[src/rtl/glyph_scanner.sv]
`default_nettype none
// glyph_scanner: fetches one COLSxROWS glyph bitmap per accepted character and
// streams it out pixel by pixel, row-major, over a valid/ready handshake. Rev 1.0

module glyph_scanner #(
  parameter int COLS       = 5,
  parameter int ROWS       = 7,
  parameter int DATA_WIDTH = 35,
  parameter int ADDR_WIDTH = 7
) (
  input  logic                  clk,
  input  logic                  rst_n,
  input  logic [ADDR_WIDTH-1:0] char_code,
  input  logic                  char_valid,
  output logic                  char_ready,
  output logic [ADDR_WIDTH-1:0] rom_addr,
  input  logic [DATA_WIDTH-1:0] rom_data,
  output logic                  pix_valid,
  input  logic                  pix_ready,
  output logic                  pix_on,
  output logic [2:0]            pix_row,
  output logic [2:0]            pix_col,
  output logic                  pix_last
);

  localparam int         IDX_W    = $clog2(DATA_WIDTH);
  localparam logic [2:0] LAST_ROW = 3'(ROWS - 1);
  localparam logic [2:0] LAST_COL = 3'(COLS - 1);

  typedef enum logic [1:0] {
    IDLE   = 2'd0,
    FETCH  = 2'd1,
    STREAM = 2'd2
  } state_t;

  state_t                  state_q, state_d;
  logic [ADDR_WIDTH-1:0]   addr_q, addr_d;
  logic [DATA_WIDTH-1:0]   bitmap_q, bitmap_d;
  logic [2:0]              row_q, row_d;
  logic [2:0]              col_q, col_d;

  logic                    in_stream;
  logic                    at_last;
  logic [IDX_W-1:0]        bit_idx;

  always_ff @(posedge clk or negedge rst_n) begin
    if (!rst_n) begin
      state_q  <= IDLE;
      addr_q   <= '0;
      bitmap_q <= '0;
      row_q    <= '0;
      col_q    <= '0;
    end else begin
      state_q  <= state_d;
      addr_q   <= addr_d;
      bitmap_q <= bitmap_d;
      row_q    <= row_d;
      col_q    <= col_d;
    end
  end

  assign in_stream = (state_q == STREAM);
  assign at_last   = (row_q == LAST_ROW) && (col_q == LAST_COL);

  always_comb begin
    state_d  = state_q;
    addr_d   = addr_q;
    bitmap_d = bitmap_q;
    row_d    = row_q;
    col_d    = col_q;
    case (state_q)
      IDLE: begin
        if (char_valid) begin
          addr_d  = char_code;
          state_d = FETCH;
        end
      end
      FETCH: begin
        // The only cycle rom_data is sampled; later ROM changes cannot leak in.
        bitmap_d = rom_data;
        row_d    = '0;
        col_d    = '0;
        state_d  = STREAM;
      end
      STREAM: begin
        if (pix_ready) begin
          if (at_last) begin
            state_d = IDLE;
          end else if (col_q == LAST_COL) begin
            col_d = '0;
            row_d = row_q + 3'd1;
          end else begin
            col_d = col_q + 3'd1;
          end
        end
      end
      default: state_d = IDLE;
    endcase
  end

  // MSB of the bitmap is row 0, column 0.
  assign bit_idx = IDX_W'(DATA_WIDTH - 1)
                 - (IDX_W'(row_q) * IDX_W'(COLS) + IDX_W'(col_q));

  assign char_ready = (state_q == IDLE);
  assign rom_addr   = addr_q;
  assign pix_valid  = in_stream;
  assign pix_on     = in_stream & bitmap_q[bit_idx];
  assign pix_row    = in_stream ? row_q : 3'd0;
  assign pix_col    = in_stream ? col_q : 3'd0;
  assign pix_last   = in_stream & at_last;

endmodule

`default_nettype wire

[config.mk]
export PLATFORM = sky130hd
export DESIGN_NAME = glyph_scanner
export DESIGN_NICKNAME = d
export VERILOG_FILES = /design/src/rtl/glyph_scanner.sv
export SDC_FILE = /design/constraint.sdc
export NUM_CORES = 1
export LEC_CHECK = 0
export BUFFER_PORTS_ARGS = -buffer_cell sky130_fd_sc_hd__buf_2
export CAP_MARGIN = 20
export CORE_AREA = 2 2 91 66
export DETAILED_ROUTE_END_ITERATION = 10
export DIE_AREA = 0 0 93 68
export GPL_ROUTABILITY_DRIVEN = 1
export HOLD_SLACK_MARGIN = 0.08
export MAX_ROUTING_LAYER = met4
export PLACE_DENSITY = 0.8
export SLEW_MARGIN = 10
export SYNTH_ARGS = -nofsm -noshare
export SYNTH_HDL_FRONTEND = slang
export SYNTH_SLANG_ARGS = --single-unit
[constraint.sdc]
create_clock -name clk -period 2.4 [get_ports clk]
set_input_delay 0.24 -clock clk [delete_from_list [all_inputs] [get_ports clk]]
set_output_delay 0.24 -clock clk [all_outputs]
set_load 0.03 [all_outputs]
== Yosys cells after proc, flatten, opt, wreduce, memory -nomap -nowiden ==
Index checks and enable logic that the tools add are counted.

* Register bits after elaboration: 50
* Latch bits: 0
* Memory bits (writable): 0
* ROM bits: 0
* Input bits: 46
* Output and inout bits: 17
* Logic and storage cells: 45
* Memories kept: 0

* Add/subtract/negate cells: 4
* $mul: 1
* Divide/modulo/power cells: 0
* Order comparisons: 1
* Equal/unequal tests: 9
* Shift-type cells: 0
* Multiplexer cells: 16
* Bitwise operators: 2
* Reduce and logical (&&, ||, !) cells: 7

{| class="wikitable"
|+ Operators with widths
! operator !! count
|-
| 2-to-1 mux 3 bit || 8
|-
| case mux 3 bit (2 select lines) || 2
|-
| < comparator 6 x 7 -> 1 bit, second input constant || 1
|-
| adder 3 x 1 -> 3 bit, second input constant || 2
|-
| adder 6 x 3 -> 6 bit || 1
|-
| binary-select mux 1 bit (select 6 bit) || 1
|-
| == test 3 bit, second input constant || 2
|-
| multiplier 3 x 3 -> 6 bit, second input constant || 1
|-
| 2-to-1 mux 2 bit || 3
|-
| != test 2 bit, second input constant || 3
|-
| case mux 2 bit (3 select lines) || 1
|-
| AND reduction 3 bit || 2
|-
| subtractor 6 bit, first input constant || 1
|-
| != test 2 x 1 -> 1 bit, second input constant || 2
|-
| AND reduction 4 bit || 1
|-
| bitwise AND 1 bit || 2
|-
| == test 2 x 1 -> 1 bit, second input constant || 1
|-
| == test 2 bit, second input constant || 1
|-
| zero test 2 bit || 1
|-
| AND reduction 2 bit || 1
|-
| nonzero test 2 bit || 1
|-
| logical AND 1 bit || 1
|-
| 2-to-1 mux 1 bit || 1
|}

== Logic depth before layout (Yosys ltp) ==
Gate-level depths: netlist of run 1.

* Depth after elaboration: 6
* Depth in mapped cells: 10
* Mapped depth without buffers: 9

== Least setup slack after synthesis of run 1 ==
Ideal clock, no wire load.

* Kind: register to output
* Start: register row_q[0]
* End: output pix_on
* Arrival: 2.761 ns
* Required time: 2.160 ns
* Setup slack: -0.601 ns
* Cell stages (with the launch flop): 10
* Buffers on the path: 0
* Cell sequence: dfrtp_1 -> inv_1 -> ha_1 -> fa_1 -> ha_1 -> fa_1 -> nor3_1 -> nor4_1 -> a21oi_1 -> a221oi_2

* Cells in the longest elaborated chain, start to end: 6

{| class="wikitable"
|+ RTL lines
! element !! RTL line !! text
|-
| start, declared || 39 || <nowiki>logic [2:0] row_q, row_d;</nowiki>
|-
| start signal, assigned || 57 || <nowiki>row_q <= row_d;</nowiki>
|-
| multiplier 3 x 3 -> 6 bit || 103 || <nowiki>- (IDX_W'(row_q) * IDX_W'(COLS) + IDX_W'(col_q));</nowiki>
|-
| adder 6 x 3 -> 6 bit || 103 ||
|-
| subtractor 6 bit || 103 ||
|-
| binary-select mux 1 bit (select 6 bit) || 108 || <nowiki>assign pix_on = in_stream & bitmap_q[bit_idx];</nowiki>
|-
| 2-to-1 mux 1 bit (implied by the code) || 108 ||
|-
| bitwise AND 1 bit || 108 ||
|-
| end, declared || 20 || <nowiki>output logic pix_on,</nowiki>
|}

Every way passes these cells. The select of a mux whose other input is x is not followed.

== Worst setup path after layout of run 1 ==
Ends and elaborated chain as after synthesis.

==> impl_metrics.toml, run 1 <==
[power_and_ir_drop]
fin_total_pwr_mw = 5.018
power_density_mw_per_mm2 = 1544
vdd_drop_max_uv = 595.8
p_leak_nw = 1.531

[critical_path]
arrival_ps = 3070
critPathTopFamily = "adder cells"
regToRegSetupSlack_ps = 640
critical_path_peak_fanout = 5
crit_start = "row_q[0]"
startpoint_type = "flop"
cp_cell_sequence = "inv_2 > ha_4 > fa_2 > ha_4 > fa_2 > nor3_2 > nor4_1 > a21oi_1 > a221oi_4 > buf_6"
cpMaxStageDelayCell = "fa_2"
path_buf_inv = 2
critPathRequiredTime_ps = 2160
criticalPathCategory = "flop to output pin"
regToRegStartpoint = "row_q[0]"
max_stage_delay_ps = 590
endpoint_kind = "output pin"

[sta]
worst_clock_skew_ps = 6.855
worstMarginPinSlew_ps = 587.9
setup_viol_count_final = 1
fin_setup_tns_ps = -908.6
hold_slack_ps = 154.8
hold_viol_final = 0
rsz0062_at_grt = "true"
setup_slack_ps = -908.6
slew_viol_final = 0
period_share = 1.379
fmax_mhz = 302.2
post-route-min-period_ps = 3309
relSlewSlack = 0.6081

[route]
met1Wirelength_mm = 2.383
ant_nets = 0
dr_wl_met2_mm = 2.418
avgViaCountPerCell = 4.997
vias = 1789
post_drt_wl_per_cell_um = 14.57
top_layer = "met4"
drc = 0
routed-wl-met3_um = 324
drt-initial-drc-count = 64
wl_mm = 5.216
dr.pass1.iters = 4

[flow_run]
drv_cap = 0

[run_status]
outcome = "finished, violations left"
violations = "negative setup slack"

[layout]
drive_gt1_frac = 0.5265
stdcell_area_mm2 = 0.003249
nFillCells = 466
nNetsFinal = 343
final_util = 0.5881
area_growth_pct = 27.37
diodes = 0
layout_common_cells = "61 x buf_2, 50 x dfrtp_1, 42 x mux2_2"
layout_commonest_cell = "buf_2"

[cts]
cts_tree = "yes"
cts.clk_slew.worst_paths_ps = 90
cts_buffers = 5
numClockSinks = 50
root_buffer = "clkbuf_8"
insertion_delay_ps = 300
clockBufferDepth = 2
h-tree-depth = 2

[synth]
yosysSeqAreaShare = 0.4904
syn_area_per_cell_um2 = 12.76
ys_ff_latch = 50
yosys.cell_types.count = 31
synth_nets = 260
synth_cells = 200
netlist_area_mm2 = 0.002551
yosys_warnings = 0

[floorplan]
io_pins = 63
dieArea_mm2 = 0.006324
dieHeight_um = 68
rows = 23
start_util = 0.4617
core-area_mm2 = 0.005525
die_w_um = 93

[global_routing]
grt_pass1_vias = 1805
grt.total_usage = 0.1816
grt_max_degree = 33
grt_pass1_wl_mm = 8.493
overflow = 0
antenna_found_initial = 0

[place]
dp_hpwl_mm = 3.881
finalWeightedCongestion = 0.8653
numPortBuffers = 62
placedInstanceArea_mm2 = 0.003067

[worst_hold_path]
holdCritStartpoint = "rom_data[33]"
hold_path_class = "primary input to flop"
[registers in the layout (all words and copies together) (netlist names)]
register  cells
state_q       2
col_q         3
rom_addr      7
row_q         3
bitmap_q     35
[cell type report]
| cell class | count | area, um^2 | share of cell area |
|---|---|---|---|
| Multi-Input combinational cell | 128 | 1252 | 0.3854 |
| Inverter | 12 | 45.04 | 0.01386 |
| Tap cell | 75 | 93.84 | 0.02888 |
| Sequential cell | 50 | 1251 | 0.3851 |
| Timing Repair Buffer | 86 | 524.3 | 0.1613 |
| Clock buffer | 5 | 68.82 | 0.02118 |
| Clock inverter | 2 | 13.76 | 0.004236 |
[Yosys cell counts]
cell,count,area share
buf_2,4,0.0078
nor3_1,3,0.0059
inv_1,12,0.018
mux2_2,42,0.19
nor4_1,1,0.0025
buf_6,1,0.0044
nand2b_1,3,0.0074
mux4_2,5,0.044
mux2i_1,9,0.035
xnor2_1,1,0.0034
nor2_1,13,0.019
fa_1,2,0.016
a31o_2,1,0.0034
nand2_1,9,0.013
nand4_1,1,0.0025
and2_1,3,0.0074
clkbuf_1,3,0.0044
a21o_1,1,0.0029
dfrtp_1,50,0.49
buf_4,1,0.0029
nand3_1,3,0.0059
ha_1,12,0.059
a221oi_2,1,0.0059
xor2_1,3,0.010
a2111oi_0,1,0.0034
o21ai_0,7,0.014
nor2b_1,2,0.0049
buf_12,1,0.0078
nor4b_1,1,0.0034
a41o_1,1,0.0039
a21oi_1,3,0.0059
[path summary, 6_finish.rpt]
path                           endpoint  cells after the start
max                              pix_on                     10
min                        bitmap_q[33]                      3
max reg2reg                    row_q[2]                      8
min reg2reg                 rom_addr[4]                      1
max in group asynchronous  bitmap_q[12]                      3
min in group asynchronous  bitmap_q[34]                      2
[worst min-delay path, cell delays in order]
cell and delay, ps:
buf_2 80, nand2_1 40, o21ai_0 70
[where the power goes]
part | leakage (nW) | total, mW | switching, mW | internal (mW)
clock | 0.0444 | 0.483 | 0.282 | 0.202
combinational | 0.885 | 3.05 | 1.41 | 1.64
sequential | 0.602 | 1.48 | 0.231 | 1.25
[cells by family after synthesis]
| logic type | count (synthesis) | share of synthesized area |
|---|---|---|
| multiplexers | 56 | 0.2648 |
| XOR/XNOR | 4 | 0.01373 |
| AND/OR/NAND/NOR | 39 | 0.07210 |
| buffers and inverters | 22 | 0.04512 |
| adder cells (fa/ha/maj) | 14 | 0.07455 |
| AO/OA/AOI/OAI | 15 | 0.03923 |
| flip-flops | 50 | 0.4904 |
[routing by layer]
| metal | global-route usage | vias to the layer above |
|---|---|---|
| met5 | - | - |
| met4 | 0.06985 | 0 |
| met3 | 0.04405 | 9 |
| met2 | 0.2772 | 52 |
| li1 | - | 859 |
| met1 | 0.2386 | 869 |
[repair_timing]
item	CTS	global route
hold endpoints to repair	25	0
endpoints found under the setup margin	1	1
hold buffers	1	0
gates resized for setup	7	1
pin swaps	9	0
buffers inserted	4	0
[metrics by stage]
stage,std cells,setup slack [ps]
after floorplan,200,-465.7
after global placement,346,-574.6
after detailed placement,346,-706.3
after CTS,358,-880.1
after global routing,358,-969.2
final,358,-908.6
Power figures use the tool's default switching activity.
==> run 2: changes to the inputs <==
--- a/config.mk
+++ b/config.mk
@@ -12,7 +12,6 @@
 export DIE_AREA = 0 0 93 68
 export GPL_ROUTABILITY_DRIVEN = 1
 export HOLD_SLACK_MARGIN = 0.08
-export MAX_ROUTING_LAYER = met4
 export PLACE_DENSITY = 0.8
 export SLEW_MARGIN = 10
 export SYNTH_ARGS = -nofsm -noshare
==> impl_metrics.toml, run 2 (synthesis gave the netlist of run 1 again) <==
[sta]
hold_viol_final = 0
period_share = 1.376
fmax_mhz = 302.9
hold_slack_ps = 154.4
setup_viol_count_final = 1
post-route-min-period_ps = 3302
relSlewSlack = 0.6066
worstMarginPinSlew_ps = 590.1
slew_viol_final = 0
worst_clock_skew_ps = 6.156
setup_slack_ps = -901.5
rsz0062_at_grt = "true"

[layout]
area_growth_pct = 27.37
largest_register = "bitmap_q"
nNetsFinal = 343
drive_gt1_frac = 0.5265
largest_reg_flops = 35
diodes = 0
layout_commonest_cell = "buf_2"
layout_common_cells = "61 x buf_2, 50 x dfrtp_1, 42 x mux2_2"
final_util = 0.5881

[route]
post_drt_wl_per_cell_um = 14.51
met1Wirelength_mm = 2.408
avgViaCountPerCell = 4.975
top_layer = "met4"
dr_wl_met2_mm = 2.380
routed-wl-met3_um = 311
drc = 0
wl_mm = 5.195
dr.pass1.iters = 4
ant_nets = 0
drt-initial-drc-count = 58
vias = 1781

[floorplan]
dieHeight_um = 68
die_w_um = 93
io_pins = 63
start_util = 0.4617
rows = 23
core-area_mm2 = 0.005525
dieArea_mm2 = 0.006324

[power_and_ir_drop]
fin_total_pwr_mw = 5.024
clkPwrFrac = 0.096
seqPwrFrac = 0.295
power_density_mw_per_mm2 = 1546
vdd_drop_max_uv = 595.4
swShare = 0.3836
p_leak_nw = 1.531
p_int_mw = 3.097
pwr-share-comb = 0.609
switchingPower_mw = 1.927

[cts]
insertion_delay_ps = 300
cts_tree = "yes"
cts.clk_slew.worst_paths_ps = 90
h-tree-depth = 2
numClockSinks = 50
clockBufferDepth = 2
root_buffer = "clkbuf_8"
cts_buffers = 5

[critical_path]
arrival_ps = 3060
startpoint_type = "flop"
cp_cell_sequence = "inv_2 > ha_4 > fa_2 > ha_4 > fa_2 > nor3_2 > nor4_1 > a21oi_1 > a221oi_4 > buf_6"
criticalPathCategory = "flop to output pin"
endpoint_kind = "output pin"
critical_path_peak_fanout = 5
critPathRequiredTime_ps = 2160
path_buf_inv = 2
cpMaxStageDelayCell = "fa_2"
critPathTopFamily = "adder cells"
max_stage_delay_ps = 590

[global_routing]
overflow = 0
grt_pass1_vias = 1800
grt.total_usage = 0.1763
grt_pass1_wl_mm = 8.500
antenna_found_initial = 0
grt_max_degree = 33

[place]
numPortBuffers = 62
finalWeightedCongestion = 0.8518
dp_hpwl_mm = 3.881
pre_cts_ws_ps = -706.3

[run_status]
outcome = "finished, violations left"
violations = "negative setup slack"

[worst_hold_path]
hold_path_class = "primary input to flop"

[flow_run]
drv_cap = 0
run 2: final timing paths:
path | startpoint | to | slack [ps] | depth (start not counted)
max | row_q[0] | pix_on | -900 | 10
min | rom_data[33] | bitmap_q[33] | 150 | 3
max reg2reg | row_q[0] | row_q[2] | 650 | 8
min reg2reg | rom_addr[4] | rom_addr[4] | 500 | 1
max in group asynchronous | rst_n | bitmap_q[12] | 1200 | 3
min in group asynchronous | rst_n | bitmap_q[34] | 470 | 2
run 2: final cells by class:
cell class                 instances  area (um^2)
multi-input combinational        128         1252
inverter                          12        45.04
sequential                        50         1251
fill                             466         2276
clock inverter                     2        13.76
clock buffer                       5        68.82
timing repair buffer              86        524.3
tap                               75        93.84
run 2: per-stage QoR:
stage               instance area, um^2  setup TNS (ps)  cells
floorplan                          2570          -465.7    200
global placement                   3067          -574.6    346
detailed placement                 3067          -706.3    346
CTS                                3248          -880.1    358
global route                       3249          -969.2    358
finish                             3249          -901.5    358
run 2: repair_timing:
item / in CTS / in global routing
hold buffers: 1 / 0
pin swaps: 9 / 0
gates resized for setup: 7 / 1
setup buffers: 4 / 0
hold endpoints to repair: 25 / 0
setup endpoints to repair: 1 / 1
run 2: power groups by stage:
stage,clock network (mW),registers [mW],logic (mW)
after global placement,0,1.47,2.73
final,0.483,1.48,3.06
after detailed placement,0,1.49,2.79
after floorplan,0,1.54,2.00
after global routing,0.521,1.54,3.32
after CTS,0.491,1.48,3.06
run 2: worst register-to-register path: cells and delay by family, from the launching register on:
kind / cells / cell delay [ps]
buf+inv: 2 / 220
simple gates: 3 / 320
flops: 1 / 430
xor+xnor: 1 / 130
compound gates: 1 / 330
fa+ha+maj: 1 / 190
run 2: metal layers:
metal	GRT usage	vias to the layer above
met2	0.2763	50
met3	0.04626	9
met1	0.2379	863
met4	0.06985	0
met5	0	-
li1	-	859
